**config.mk**
```make
export PLATFORM = sky130hd
export DESIGN_NAME = rr_decode_arbiter
export DESIGN_NICKNAME = d
export VERILOG_FILES = /design/src/rtl/rr_decode_arbiter_pkg.sv /design/src/rtl/rr_decode_arbiter_onehot_dec3to8.sv /design/src/rtl/rr_decode_arbiter.sv
export SDC_FILE = /design/constraint.sdc
export NUM_CORES = 1
export LEC_CHECK = 0
export BUFFER_PORTS_ARGS = -buffer_cell sky130_fd_sc_hd__buf_2
export CAP_MARGIN = 0
export CORE_MARGIN = 2
export CORE_UTILIZATION = 58
export DETAILED_ROUTE_END_ITERATION = 16
export PLACE_DENSITY = 0.91
export RECOVER_POWER = 25
export SLEW_MARGIN = 20
export SYNTH_ARGS = -nofsm -noshare
export SYNTH_HDL_FRONTEND = slang
export SYNTH_SLANG_ARGS = --single-unit
```
**constraint.sdc**
```tcl
create_clock -name clk -period 3.2 [get_ports clk]
set_input_delay 0.16 -clock clk [delete_from_list [all_inputs] [get_ports clk]]
set_output_delay 0.16 -clock clk [all_outputs]
set_load 0.05 [all_outputs]
```
**src/rtl/rr_decode_arbiter_pkg.sv**
```systemverilog
// Shared constants for the round-robin decode arbiter: requester count, index width
// and the two-state FSM encoding.
package rr_decode_arbiter_pkg;

    localparam int NREQ  = 8;
    localparam int IDX_W = 3;

    localparam logic ST_IDLE = 1'b0;
    localparam logic ST_BUSY = 1'b1;

endpackage

```
**src/rtl/rr_decode_arbiter_onehot_dec3to8.sv**
```systemverilog
// Purely combinational 3-to-8 one-hot decoder used to form the grant vector.
module onehot_dec3to8
    import rr_decode_arbiter_pkg::*;
(
    input  logic [IDX_W-1:0] idx,
    output logic [NREQ-1:0]  onehot
);

    // NOTE: default first, then override, so no path leaves onehot unassigned (no latch).
    always_comb begin
        onehot      = '0;
        onehot[idx] = 1'b1;
    end

endmodule

```
**src/rtl/rr_decode_arbiter.sv**
```systemverilog
// Round-robin arbiter for 8 requesters with a per-tenure hold timer; the owner index
// is decoded to a one-hot grant that is registered one cycle behind the FSM state.
module rr_decode_arbiter
    import rr_decode_arbiter_pkg::*;
#(
    parameter int MAX_HOLD = 16,
    parameter int CNT_W    = 5
) (
    input  logic             clk,
    input  logic             rst,
    input  logic             en,
    input  logic [NREQ-1:0]  req,
    output logic [NREQ-1:0]  grant,
    output logic             grant_valid,
    output logic [IDX_W-1:0] grant_idx,
    output logic             timeout
);

    logic             state;
    logic [IDX_W-1:0] ptr;
    logic [IDX_W-1:0] idx;
    logic [CNT_W-1:0] hold_cnt;
    logic [NREQ-1:0]  idx_onehot;
    logic [IDX_W:0]   pick;
    logic             release_now;
    logic             force_now;

    // Scan ptr, ptr+1, ... with natural 3-bit wrap; iterating downward lets the
    // closest-to-ptr requester overwrite any later one. MSB of the result = found.
    function automatic logic [IDX_W:0] rr_pick(input logic [NREQ-1:0] r,
                                               input logic [IDX_W-1:0] p);
        logic [IDX_W:0]   res;
        logic [IDX_W-1:0] cand;
        res = '0;
        for (int k = NREQ - 1; k >= 0; k--) begin
            cand = p + IDX_W'(k);
            if (r[cand]) res = {1'b1, cand};
        end
        return res;
    endfunction

    onehot_dec3to8 u_dec (
        .idx    (idx),
        .onehot (idx_onehot)
    );

    assign pick        = rr_pick(req, ptr);
    assign release_now = (state == ST_BUSY) && !req[idx];
    // A simultaneous drop of req wins over the timer, so timeout stays low then.
    assign force_now   = (state == ST_BUSY) && req[idx] &&
                         (hold_cnt == CNT_W'(MAX_HOLD - 1));

    // NOTE: sequential state uses non-blocking assignments only, so every register
    // samples pre-edge values regardless of statement order.
    always_ff @(posedge clk or posedge rst) begin
        if (rst) begin
            state       <= ST_IDLE;
            ptr         <= '0;
            idx         <= '0;
            hold_cnt    <= '0;
            grant       <= '0;
            grant_valid <= 1'b0;
            grant_idx   <= '0;
            timeout     <= 1'b0;
        end else begin
            grant       <= (state == ST_BUSY) ? idx_onehot : '0;
            grant_valid <= (state == ST_BUSY);
            timeout     <= force_now;
            if (state == ST_BUSY) grant_idx <= idx;

            case (state)
                ST_IDLE: begin
                    if (en && pick[IDX_W]) begin
                        idx      <= pick[IDX_W-1:0];
                        hold_cnt <= '0;
                        state    <= ST_BUSY;
                    end
                end
                default: begin
                    hold_cnt <= hold_cnt + 1'b1;
                    if (release_now || force_now) begin
                        state <= ST_IDLE;
                        ptr   <= idx + 1'b1;
                    end
                end
            endcase
        end
    end

endmodule

```
# After elaboration in Yosys (flattened, before gate mapping)
# Cells that the tools add are included.
# totals
register_bits,25
in_bits,11
output_inout_bits,13
wordCells,73
# classes
addsub,9
magnitude_cmp,10
n_eq_ne,1
muxes,34
bitwise_logic,1
n_reduce_logical,10
# op_table
operator,count
< comparator 3 x 4 -> 1 bit (second input constant),9
2-to-1 mux 4 bit,8
binary-select mux 1 bit (select 3 bit),9
2-to-1 mux 1 bit,13
adder 3 bit (second input constant),4
2-to-1 mux 5 bit,2
2-to-1 mux 8 bit,1
adder 3 x 1 -> 3 bit (second input constant),2
adder 3 x 2 -> 3 bit (second input constant),2
adder 5 x 1 -> 5 bit (second input constant),1
== test 5 x 4 -> 1 bit (second input constant),1
logical AND 1 bit,5
AND reduction 2 bit,2
demux 1 bit (select 3 bit),1
>= comparator 3 x 1 -> 1 bit (second input constant),1
nonzero test 2 bit,1
zero test 1 bit,1
logical OR 1 bit,1
NOT 1 bit,1

# Logic depth before layout (Yosys ltp)
# logic_depth
word_depth,14
mapped_depth,12

# By module
# Synthesis repeated with hierarchy kept, for this count alone.
# hier_totals
cells_unflattened,180
area_unflattened_um2,2037.0
# modules_own_cells
module,n_inst,cells_per_inst,area_per_inst_um2
rr_decode_arbiter,1,172,1971.9
onehot_dec3to8,1,8,65.1

# Worst setup path before layout
# OpenSTA, ideal clock, no wires.
# synth_timing
path_kind,reg-to-reg
startpoint,reg ptr[0]
endpoint,reg idx[2]
setup_ns,0.140
t_arrival_ns,2.569
t_required_ns,3.060
setup_slack_ns,0.491
path_stages_with_launch,12
path_buffers,4
synth_period_minus_slack_ns,2.709
path_cell_list,dfrtp_1 -> buf_6 -> buf_4 -> buf_6 -> inv_1 -> ha_1 -> clkbuf_1 -> mux4_2 -> a22o_1 -> a2111oi_0 -> a211o_1 -> a31oi_1
# synth_via
elab_chain_cells,13
word_cells_on_any_way,33
# synth_rtl
item,line_no,rtl
"start, declared",rr_decode_arbiter.sv:20,logic [IDX_W-1:0] ptr;
"start signal, assigned",rr_decode_arbiter.sv:83,ptr <= idx + 1'b1;
adder 3 bit,rr_decode_arbiter.sv:36,cand = p + IDX_W'(k);
binary-select mux 1 bit (select 3 bit),rr_decode_arbiter.sv:37,"if (r[cand]) res = {1'b1, cand};"
2-to-1 mux 1 bit (not written as such),rr_decode_arbiter.sv:37,
2-to-1 mux 4 bit (7 in a row),rr_decode_arbiter.sv:37,
2-to-1 mux 4 bit *,rr_decode_arbiter.sv:37,
logical AND 1 bit,rr_decode_arbiter.sv:73,if (en && pick[IDX_W]) begin
AND reduction 2 bit (no line),--,
"end signal, assigned",rr_decode_arbiter.sv:74,idx <= pick[IDX_W-1:0];
"end, declared",rr_decode_arbiter.sv:21,logic [IDX_W-1:0] idx;
# Every way passes the cells marked *; elsewhere a longest branch is shown, timed or not. The select of a mux whose other input is x is not followed.
# A chain may end at the register's enable or synchronous reset.

# Worst setup path after layout
# layout_timing
startpoint,reg ptr[0]
endpoint,reg idx[1]
# The elaborated chain is that of the path after synthesis.

==> summary.md <==
| Metric | Value |
|---|---|
| Outcome | completed |
| Slew Limit Headroom | 39.5% |
| Synth area leaders | dfrtp_1, mux4_2, mux2i_1 |
| Clock slew at reported path FFs | 0.14 ns |
| Top-area cell type share of the netlist area | 33.2% |
| Critical path class | flip-flop to flip-flop |
| Ys flop type | dfrtp_1 |
| PostCTS Resize Cnt | 0 |
| FF+latch count, synth | 25 |
| Worst Setup SP | ptr[0] |
| Max Slew Vio Count | 0 |
| Pre-CTS WS | 0.644 ns |
| Xor/xnor cell area share of the yosys netlist | 2.33% |
| Sequential Power Share | 26.0% |
| Reg2reg path depth | 7 |
| Post-DP HPWL | 2990 um |
| Crit path launch type | flip-flop |
| P&R area growth vs syn | 8.37% |
| Number of synthesized flops with an enable pin | 0 |
| Worst Hold Class | primary input to async pin |
| 1st-iter DRT viols | 281 |
| WP data arrival | 2.80 ns |
| Post-synthesis sequential area ratio | 33.2% |
| Setup crit end | idx[1] |
| Area fraction in compound gates after synthesis | 14.2% |
| Die H | 61.0 um |
| Peak supply drop | 0.370 mV |
| Clock tree buffer depth | 2 |
| 1st-pass router iterations | 4 |
| Core Region | 3080 um2 |
| Final setup violation count | 0 |
| Nets | 214 |
| Setup TNS | 0 ns |
| Area leader, netlist | dfrtp_1 |
| GRT Util Overall | 23.7% |
| Die ar. | 3720 um2 |
| IO Pins | 24 |
| Antenna cells | 0 |
| Most frequent cell after synthesis | dfrtp_1 |
| Cts-stage hold buffer count | 0 |
| Routed WL | 4040 um |
| R2R Setup Slk | 0.61 ns |
| Internal Power | 1.13 mW |
| Required time of the critical path | 3.41 ns |
| CP cell instances | buf_4 > mux4_2 > or4_4 > a311oi_4 > nor3b_2 > mux2i_1 > o21ai_1 |
| CP Capture Type | flip-flop |
| Placement row count | 20 |
| Largest net degree at the start of global routing | 26 |
| Initial Utilization | 61.2% |
| Logic pwr share | 67.7% |
| Synth Area in Adders | 3.32% |
| Synth cell types | 40 |
| Via Count | 1,524 |
| F_max | 387 MHz |
| Slowest cell delay on critical path | 0.59 ns |
| Yosys warning total | 0 |
| Wire per inst | 16.8 um |
| Antenna-violating nets left | 0 |
| H-tree levels | 1 |
| Top post-synthesis cells by count | dfrtp_1, mux2i_1, nor2_1 |
| Number of hold violations in the final report | 0 |
| P_leak | 0.906 nW |
| Clock power frac | 6.3% |
| Initial antenna violation count | 0 |
| Syn_nets | 194 |
| RR Endpoint | idx[1] |
| Worst r2r src | ptr[0] |
| Max-cap violations | 0 |
| Asr flop ratio synth | 100% |
| # clock sinks | 25 |
| Crit-path max FO | 24 |
| Post-Synth Simple-Gate Area | 13.6% |
| Cells after synthesis | 178 |
| Remaining global-route overflow | 0 |
| Vias in the first global route | 1,366 |
| TritonCTS clock tree | yes |
| Setup bufs post-CTS | 0 |
| Worst clock skew | 0.0116 ns |
| Placer congestion estimate | 1.01 |
| Net Sw Frac | 49.9% |
| Vias per cell | 6.32 |
| Combinational family with the most area after synthesis | multiplexers |
| Share of cells above drive strength 1 | 27.4% |
| Global-route wire length before repair | 6580 um |
| Num CTS Buffers | 3 |
| Worst slew pin tran | 0.906 ns |
| Post-synthesis cell area | 1880 um2 |
| CTS root buf | clkbuf_4 |
| PnR worst setup slack | 0.615 ns |
| Crit share post-route | 80.8% |
| PortBufs | 23 |
| RSZ-0062 raised after global routing | no |
| Worst-skew pair later-pin latency | 0.33 ns |
| Crit path max-delay cell type | mux4_2 |
| Min Tclk post-route | 2.59 ns |
| Post-synthesis mux area share | 28.2% |
| Remaining DRCs | 0 |
| Power per cell area | 1100 nW/um2 |
| Die W | 61.0 um |
| Switch Pwr | 1.12 mW |
| Syn_area_per_cell | 10.6 um2 |
## kinds of logic after synthesis
kind of cell             after synthesis
AND/OR/NAND/NOR                       49
AO/OA/AOI/OAI                         37
multiplexers                          37
flip-flops                            25
buffers and inverters                 20
XOR/XNOR                               5
adder cells (fa/ha/maj)                5
## power groups by stage
stage               clock network (mW)  registers (mW)  logic [mW]
floorplan                            0           0.704        1.12
global placement                     0           0.583        1.48
detailed placement                   0           0.590        1.50
CTS                              0.146           0.583        1.51
global route                     0.161           0.607        1.64
finish                           0.142           0.584        1.52
## worst min-delay path by stage
| stage | startpoint | end | slack (ns) | cells after the start |
|---|---|---|---|---|
| floorplan | rst | grant[0] | 0.19 | 1 |
| global placement | rst | grant[1] | 0.38 | 2 |
| detailed placement | rst | grant_valid | 0.41 | 2 |
| CTS | rst | grant_valid | 0.04 | 2 |
| global route | rst | grant_valid | 0.07 | 2 |
| finish | rst | ptr[0] | 0.02 | 2 |
## worst max-delay path: cells and delay by family (launching register included)
kind,cells,cell delay [ns]
AOI/OAI and AO/OA,2,0.35
buffers and inverters,1,0.31
and+or+nand+nor,2,0.65
muxes,2,0.77
DFF,1,0.38
## cell type report
cell class / count / area (um2)
Clock buffer: 3 / 22.5
Clock inverter: 1 / 7.51
Fill cell: 229 / 1040
Inverter: 10 / 37.5
Multi-Input combinational cell: 133 / 1160
Sequential cell: 25 / 626
Tap cell: 44 / 55.1
Timing Repair Buffer: 25 / 130
## registers in the layout, summed over array words and instances (netlist names)
name         count
timeout          1
grant            8
idx              3
state            1
grant_valid      1
ptr              3
grant_idx        3
hold_cnt         5
## per-layer routing
| metal | GRT usage, % | up-vias | share of wire, % |
|---|---|---|---|
| li1 | - | 715 | - |
| met5 | 0 | - | 0 |
| met3 | 4.48 | 5 | 8.9 |
| met2 | 35.8 | 85 | 47 |
| met4 | 5.59 | 0 | 1.0 |
| met1 | 35.2 | 719 | 43 |
## stage by stage
| step | total power, mW | cell area [um2] | instances | hold WS, ns | util, % |
|---|---|---|---|---|---|
| floorplan | 1.82 | 1880 | 178 | 0.187 | - |
| global placement | 2.07 | 2010 | 237 | 0.383 | 65.3 |
| detailed placement | 2.09 | 2010 | 237 | 0.405 | 65.3 |
| CTS | 2.24 | 2040 | 241 | 0.0377 | 66.3 |
| global route | 2.41 | 2040 | 241 | 0.0688 | 66.3 |
| finish | 2.25 | 2040 | 241 | 0.0150 | 66.3 |
## placed cells by master (no fill, tap or decap), types with 3 or more instances in the layout
cell type,Yosys,routed
nand3_1,3,3
nand2b_1,5,5
a21oi_1,7,7
o211ai_1,3,3
a22oi_1,3,3
mux2i_1,16,16
xor2_1,4,4
a22o_1,5,5
mux2_2,8,8
o21ai_0,5,5
mux4_2,12,12
nor4_1,3,3
ha_1,5,5
nor2_1,14,14
dfrtp_1,25,25
nand2_1,13,13
buf_2,1,23
clkbuf_4,0,3
a31oi_1,3,3
inv_1,10,10
Note: power is estimated with default switching activity, not from simulation.
